$ cat src/rtl/deserializer_sipo.sv
// rtl/deserializer_sipo.sv - MSB-first serial-in/parallel-out deserializer with valid/ready output
// Optional feature macro: DESERIALIZER_PARITY_EN (adds a trailing even-parity bit per frame)
module deserializer_sipo #(
  parameter int DATA_WIDTH = 8
) (
  input  logic                  clk,
  input  logic                  rst,
  input  logic                  srl_in,
  input  logic                  shift,
  input  logic                  frame_sync,
  output logic [DATA_WIDTH-1:0] data_out,
  output logic                  valid,
  input  logic                  ready,
  output logic                  overrun,
  output logic                  parity_err
);

`ifdef DESERIALIZER_PARITY_EN
  localparam int FRAME_LEN = DATA_WIDTH + 1;
`else
  localparam int FRAME_LEN = DATA_WIDTH;
`endif
  // The final bit of a frame is never stored: it is consumed combinationally
  // (as the data LSB, or as the parity bit), so the shifter is one bit short.
  localparam int SH_W = FRAME_LEN - 1;
  localparam int CW   = $clog2(FRAME_LEN);
  localparam logic [CW-1:0] LAST_CNT = CW'(FRAME_LEN - 1);

  logic [CW-1:0]         r_cnt;
  logic [SH_W-1:0]       r_shreg;
  logic [DATA_WIDTH-1:0] r_data;
  logic                  r_valid;
  logic                  r_overrun;
  logic                  r_perr;

  logic [CW-1:0]         w_base_cnt;
  logic [SH_W-1:0]       w_base_sh;
  logic                  w_last;
  logic                  w_complete;
  logic                  w_accept;
  logic [CW-1:0]         w_cnt_nxt;
  logic [SH_W-1:0]       w_sh_nxt;
  logic [DATA_WIDTH-1:0] w_word;
  logic                  w_perr;

  // Frame assembly: realign on frame_sync, advance counter/shifter on shift, detect completion
  always_comb begin
    w_base_cnt = frame_sync ? '0 : r_cnt;
    w_base_sh  = frame_sync ? '0 : r_shreg;
    w_last     = (w_base_cnt == LAST_CNT);
    w_complete = shift && w_last;
    w_accept   = w_complete && (!r_valid || ready);
    w_cnt_nxt  = w_base_cnt;
    w_sh_nxt   = w_base_sh;
    if (shift) begin
      if (w_last) begin
        w_cnt_nxt = '0;
        w_sh_nxt  = '0;
      end else begin
        w_cnt_nxt = w_base_cnt + CW'(1);
        w_sh_nxt  = (w_base_sh << 1) | SH_W'(srl_in);
      end
    end
`ifdef DESERIALIZER_PARITY_EN
    w_word = w_base_sh;
    w_perr = (^w_base_sh) ^ srl_in;
`else
    w_word = {w_base_sh, srl_in};
    w_perr = 1'b0;
`endif
  end

  // State update: load on accepted completion, flag overrun on dropped word, clear valid on handshake
  always_ff @(posedge clk or posedge rst) begin
    if (rst) begin
      r_cnt     <= '0;
      r_shreg   <= '0;
      r_data    <= '0;
      r_valid   <= 1'b0;
      r_overrun <= 1'b0;
      r_perr    <= 1'b0;
    end else begin
      r_cnt   <= w_cnt_nxt;
      r_shreg <= w_sh_nxt;
      if (w_accept) begin
        r_data  <= w_word;
        r_perr  <= w_perr;
        r_valid <= 1'b1;
      end else if (w_complete) begin
        r_overrun <= 1'b1;
      end else if (r_valid && ready) begin
        r_valid <= 1'b0;
      end
    end
  end

  assign data_out   = r_data;
  assign valid      = r_valid;
  assign overrun    = r_overrun;
`ifdef DESERIALIZER_PARITY_EN
  assign parity_err = r_perr;
`else
  assign parity_err = 1'b0;
`endif

endmodule

$ cat config.mk
export PLATFORM = sky130hd
export DESIGN_NAME = deserializer_sipo
export DESIGN_NICKNAME = d
export VERILOG_FILES = /design/src/rtl/deserializer_sipo.sv
export SDC_FILE = /design/constraint.sdc
export NUM_CORES = 1
export LEC_CHECK = 0
export CAP_MARGIN = 20
export CORE_UTILIZATION = 54
export CTS_CLUSTER_DIAMETER = 120
export DETAILED_ROUTE_END_ITERATION = 7
export PLACE_DENSITY = 0.82
export SYNTH_ARGS = -nofsm -noshare
export SYNTH_HDL_FRONTEND = slang
export SYNTH_SLANG_ARGS = --single-unit
export TNS_END_PERCENT = 50
$ cat constraint.sdc
create_clock -name clk -period 5 [get_ports clk]
set_input_delay 1.25 -clock clk [delete_from_list [all_inputs] [get_ports clk]]
set_output_delay 1.25 -clock clk [all_outputs]
set_load 0.1 [all_outputs]
== After elaboration in Yosys (flattened, before gate mapping) ==
Index checks and enable logic that the tools add are counted.

* $add $sub $neg: 1
* Equality and inequality tests: 2
* Mux-type cells: 9
* Bitwise logic cells: 2
* Reductions and logical operators: 8

{| class="wikitable"
|+ Operators with widths
! cell !! count
|-
| two-way mux 7 bit || 3
|-
| two-way mux 3 bit || 3
|-
| bitwise OR 7 x 1 -> 7 bit || 1
|-
| AND reduction 2 bit || 2
|-
| adder 3 x 1 -> 3 bit, second input constant || 1
|-
| == test 3 bit, second input constant || 1
|-
| logical AND 1 bit || 3
|-
| two-way mux 1 bit || 3
|-
| inequality test 2 x 1 -> 1 bit, second input constant || 1
|-
| nonzero test 2 bit || 1
|-
| logical NOT 1 bit || 1
|-
| logical OR 1 bit || 1
|-
| inverter 1 bit || 1
|}

* Flip-flop bits (word level): 20
* Output and inout bits: 11
* Logic and storage cells: 27

== Longest topological paths before layout ==
* Word-level depth: 6
* Mapped depth: 8
* Gate-level depth less buffers: 6

== Worst setup path before layout ==
Ideal clock, no wire load.

* Kind: input port to flip-flop
* From: input port frame_sync
* To: register r_data[0], in the netlist data_out[0]
* Setup time: 0.126 ns
* Arrival: 2.562 ns
* Required time: 4.874 ns
* Slack: 2.312 ns
* Stages: 8
* Path buffers: 2
* Cell sequence: buf_2 > nor2b_1 > ha_1 > ha_1 > nand2_2 > nor2b_4 > buf_12 > mux2_4

* Word-level cells in the longest chain between the ends: 4

{| class="wikitable"
|+ Ends and longest elaborated chain
! element !! line !! text
|-
| from (decl) || 10 || <nowiki>input logic frame_sync,</nowiki>
|-
| two-way mux 3 bit || 48 || <nowiki>w_base_cnt = frame_sync ? '0 : r_cnt;</nowiki>
|-
| == test 3 bit || 50 || <nowiki>w_last = (w_base_cnt == LAST_CNT);</nowiki>
|-
| logical AND 1 bit || 51 || <nowiki>w_complete = shift && w_last;</nowiki>
|-
| logical AND 1 bit || 52 || <nowiki>w_accept = w_complete && (!r_valid || ready);</nowiki>
|-
| to (signal assigned) || 86 || <nowiki>r_data <= w_word;</nowiki>
|-
| to (decl) || 31 || <nowiki>logic [DATA_WIDTH-1:0] r_data;</nowiki>
|}

No other way between the ends.
A chain may end at the register's enable or synchronous reset.

== Worst setup path after layout ==
* From: input port frame_sync
* To: register r_data[7], in the netlist data_out[7]

* Word-level cells in the longest chain between the ends: 4
* Elaborated cells on any way between the ends: 5

{| class="wikitable"
|+ Ends and longest elaborated chain
! element !! line
|-
| two-way mux 3 bit || 48
|-
| == test 3 bit || 50
|-
| logical AND 1 bit || 51
|-
| logical AND 1 bit || 52
|}

Parallel ways exist; a longest one is shown, timed or not.

==> flow_summary_export.csv <==
group,metric,value,unit
synthesis,ys_ff_latch,20,
synthesis,syn_inst,72,
place,gp_congestion,0.766,
timing,max_freq,0.315,GHz
routing,drc,2,
synthesis,syn_nets,81,
final_layout,fin_nets,98,
clocking,hold_buffers,0,
die,die-area,0.00191,mm2
place,place_hpwl,1.04,mm
synthesis,synth_edf_count,0,
final_layout,fin_cells,104,
hold_path,min_to,"overrun",
synthesis,yosysTopAreaCellShare,0.533,
clocking,clock-sinks,20,
synthesis,ys_seq_area_frac,0.533,
place,placed_cells,100,
clocking,ctsRootBufferMaster,"clkbuf_4",
die,core,0.00156,mm2
routing,post_drt_wl_per_cell,13.6,um
final_layout,layout_common_cells,"dfrtp_1 (20), clkdlybuf4s50_1 (15), nor2b_1 (12), mux2_4 (8), nor2_1 (6)",
clocking,postCtsSetupBuffers,0,
pwr,power_density,286,mW/mm2
die,die_w,43.7,um
outcome,violations,"design-rule violations",
setup_path,crit_top_cell,"ha_1",
die,ioPinCount,17,
timing,setup_tns,0,ns
final_layout,n_fill_cell,108,
global_routing,grt_max_degree,21,
place,dpl_cell_area,0.00108,mm2
final_layout,utilization,0.724,
setup_path,path_delay_family,"simple AND/OR/NAND/NOR gates",
routing,routed_via_density,5.37,
timing,slew_headroom,0.352,
pwr,peakVddDrop,0.183,mV
die,die_y,43.7,um
routing,vias,558,
clocking,cts_buffer_depth,2,
timing,rsz0062_at_grt,"false",
place,place_ws,1.50,ns
timing,post-route-period-util,0.635,
synthesis,ys.warnings.count,0,
synthesis,synthArstFlopShare,1.00,
pwr,leakage,0.000544,uW
global_routing,grt_usage,0.180,
setup_path,crit_fanout,16,
routing,first_pass_iters,6,
final_layout,areaGrowthSynthToFinish,20.3,%
final_layout,final_common_cell,"dfrtp_1",
hold_path,holdCritPathClass,"flip-flop to flip-flop",
setup_path,start_kind,"input pin",
synthesis,synth_cell_types,21,
timing,hold_viol,0,
hold_path,min_from,"overrun",
setup_path,required,5.19,ns
timing,fin_worst_skew,0.00965,ns
hold_path,holdPathStages,1,
synthesis,yosysTopAreaCell,"dfrtp_1",
setup_path,r2r_setup_slack,3.22,ns
clocking,cts_tree,"yes",
synthesis,avgSynthCellArea,13.0,um2
setup_path,end_kind,"flip-flop",
setup_path,r2r_cells,6,
timing,worst_pin_slew,0.968,ns
outcome,status,"complete, but fails checks",
routing,detail-route-antenna-nets,0,
global_routing,grt_pass1_vias,556,
synthesis,syn_area,938,um2
setup_path,critPathMaxStageDelay,0.67,ns
clocking,insertion_delay,0.30,ns
synthesis,synth_area_leaders,"dfrtp_1 (53%), mux2_4 (13%), nor2b_1 (8.0%), a22oi_1 (4.0%), ha_1 (4.0%)",
final_layout,multi_input_area,398,um2
final_layout,seqCellArea,500,um2
final_layout,antennaDiodeCount,0,
clocking,clk_pin_slew,0.11,ns
global_routing,grt_antenna_before_repair,0,
clocking,cts_buffers,3,
synthesis,synth-main-ff-cell,"dfrtp_1",
setup_path,reg2reg_from,"r_cnt[0]",
global_routing,overflow,0,
final_layout,final_area,0.00113,mm2
routing,wirelength,1.42,mm
setup_path,crit_type,"input pin to flip-flop",
clocking,cts_max_level,1,
setup_path,cp_num_buf_inv,1,
timing,fin_ws,1.82,ns
clocking,postCtsResizedCells,0,
setup_path,critPathArrivalTime,3.37,ns
timing,setup_viol,0,
place,numPortBuffers,15,
die,rows,14,
setup_path,crit_path_cell_trace,"clkdlybuf4s50_1 -> nor2b_1 -> ha_1 -> ha_1 -> nand2_2 -> nor2b_4 -> mux2_4",
timing,finalMaxSlewViolations,0,
job,cap_violations,0,
final_layout,final_layout_size_suffix_gt1_frac,0.205,
timing,fin_crit,3.18,ns
setup_path,r2r_end,"data_out[7]",
global_routing,grt_pass1_wl,2.39,mm
die,initial_core_util,0.602,
setup_path,slowest_stage,"clkdlybuf4s50_1",
routing,drtIter0Drc,13,
[metal layers]
metal | global-route usage | wire length (um)
met3 | 0.0375 | 40
met5 | 0 | 0
met1 | 0.234 | 659
met4 | 0.144 | 53
met2 | 0.260 | 664
[per-stage QoR]
step | hold slack [ns] | total power (uW)
4_1_cts | 0.496 | 327
5_1_grt | 0.505 | 335
6_report | 0.485 | 322
3_5_place_dp | 0.469 | 196
2_1_floorplan | 0.480 | 188
3_3_place_gp | 0.474 | 196
[power by group]
group          leakage, uW  internal [uW]  switching, uW  total [uW]
logic             0.000241           10.1           15.6        25.6
clock network    0.0000279           81.1           48.5         130
registers         0.000274            166           1.39         167
[cell usage after synthesis, types with 2 or more instances]
library cell / count
dfrtp_1: 20
nor2b_1: 12
mux2_4: 8
nor2_1: 6
a22oi_1: 5
ha_1: 3
nand2_1: 3
mux2_2: 2
[worst max path at each step]
| stage | from | end | slack (ns) | cells after the start |
|---|---|---|---|---|
| 2_1_floorplan | frame_sync | data_out[0] | 2.31 | 8 |
| 3_3_place_gp | frame_sync | data_out[3] | 1.56 | 7 |
| 3_5_place_dp | frame_sync | data_out[0] | 1.50 | 7 |
| 4_1_cts | frame_sync | data_out[7] | 1.82 | 7 |
| 5_1_grt | frame_sync | data_out[7] | 1.69 | 7 |
| 6_report | frame_sync | data_out[7] | 1.82 | 7 |
[area by class of cell]
type | count | area share
Sequential cell | 20 | 0.443
Multi-Input combinational cell | 47 | 0.353
Timing Repair Buffer | 15 | 0.133
Clock inverter | 1 | 0.0266
Clock buffer | 3 | 0.0200
Tap cell | 16 | 0.0177
Inverter | 2 | 0.00665
[sequential cells by signal, summed over array words and instances (netlist names)]
signal and cells:
data_out 8, valid 1, overrun 1, r_shreg 7
r_cnt 3
[logic make-up after synthesis]
logic type | Yosys count | share of synthesized area
AND/OR/NAND/NOR | 24 | 0.152
flip-flops | 20 | 0.533
multiplexers | 10 | 0.152
AO/OA/AOI/OAI | 8 | 0.0667
buffers and inverters | 5 | 0.0427
adder cells (fa/ha/maj) | 3 | 0.0400
other | 1 | 0.00400
XOR/XNOR | 1 | 0.00934
(Power assumes the default switching activity.)
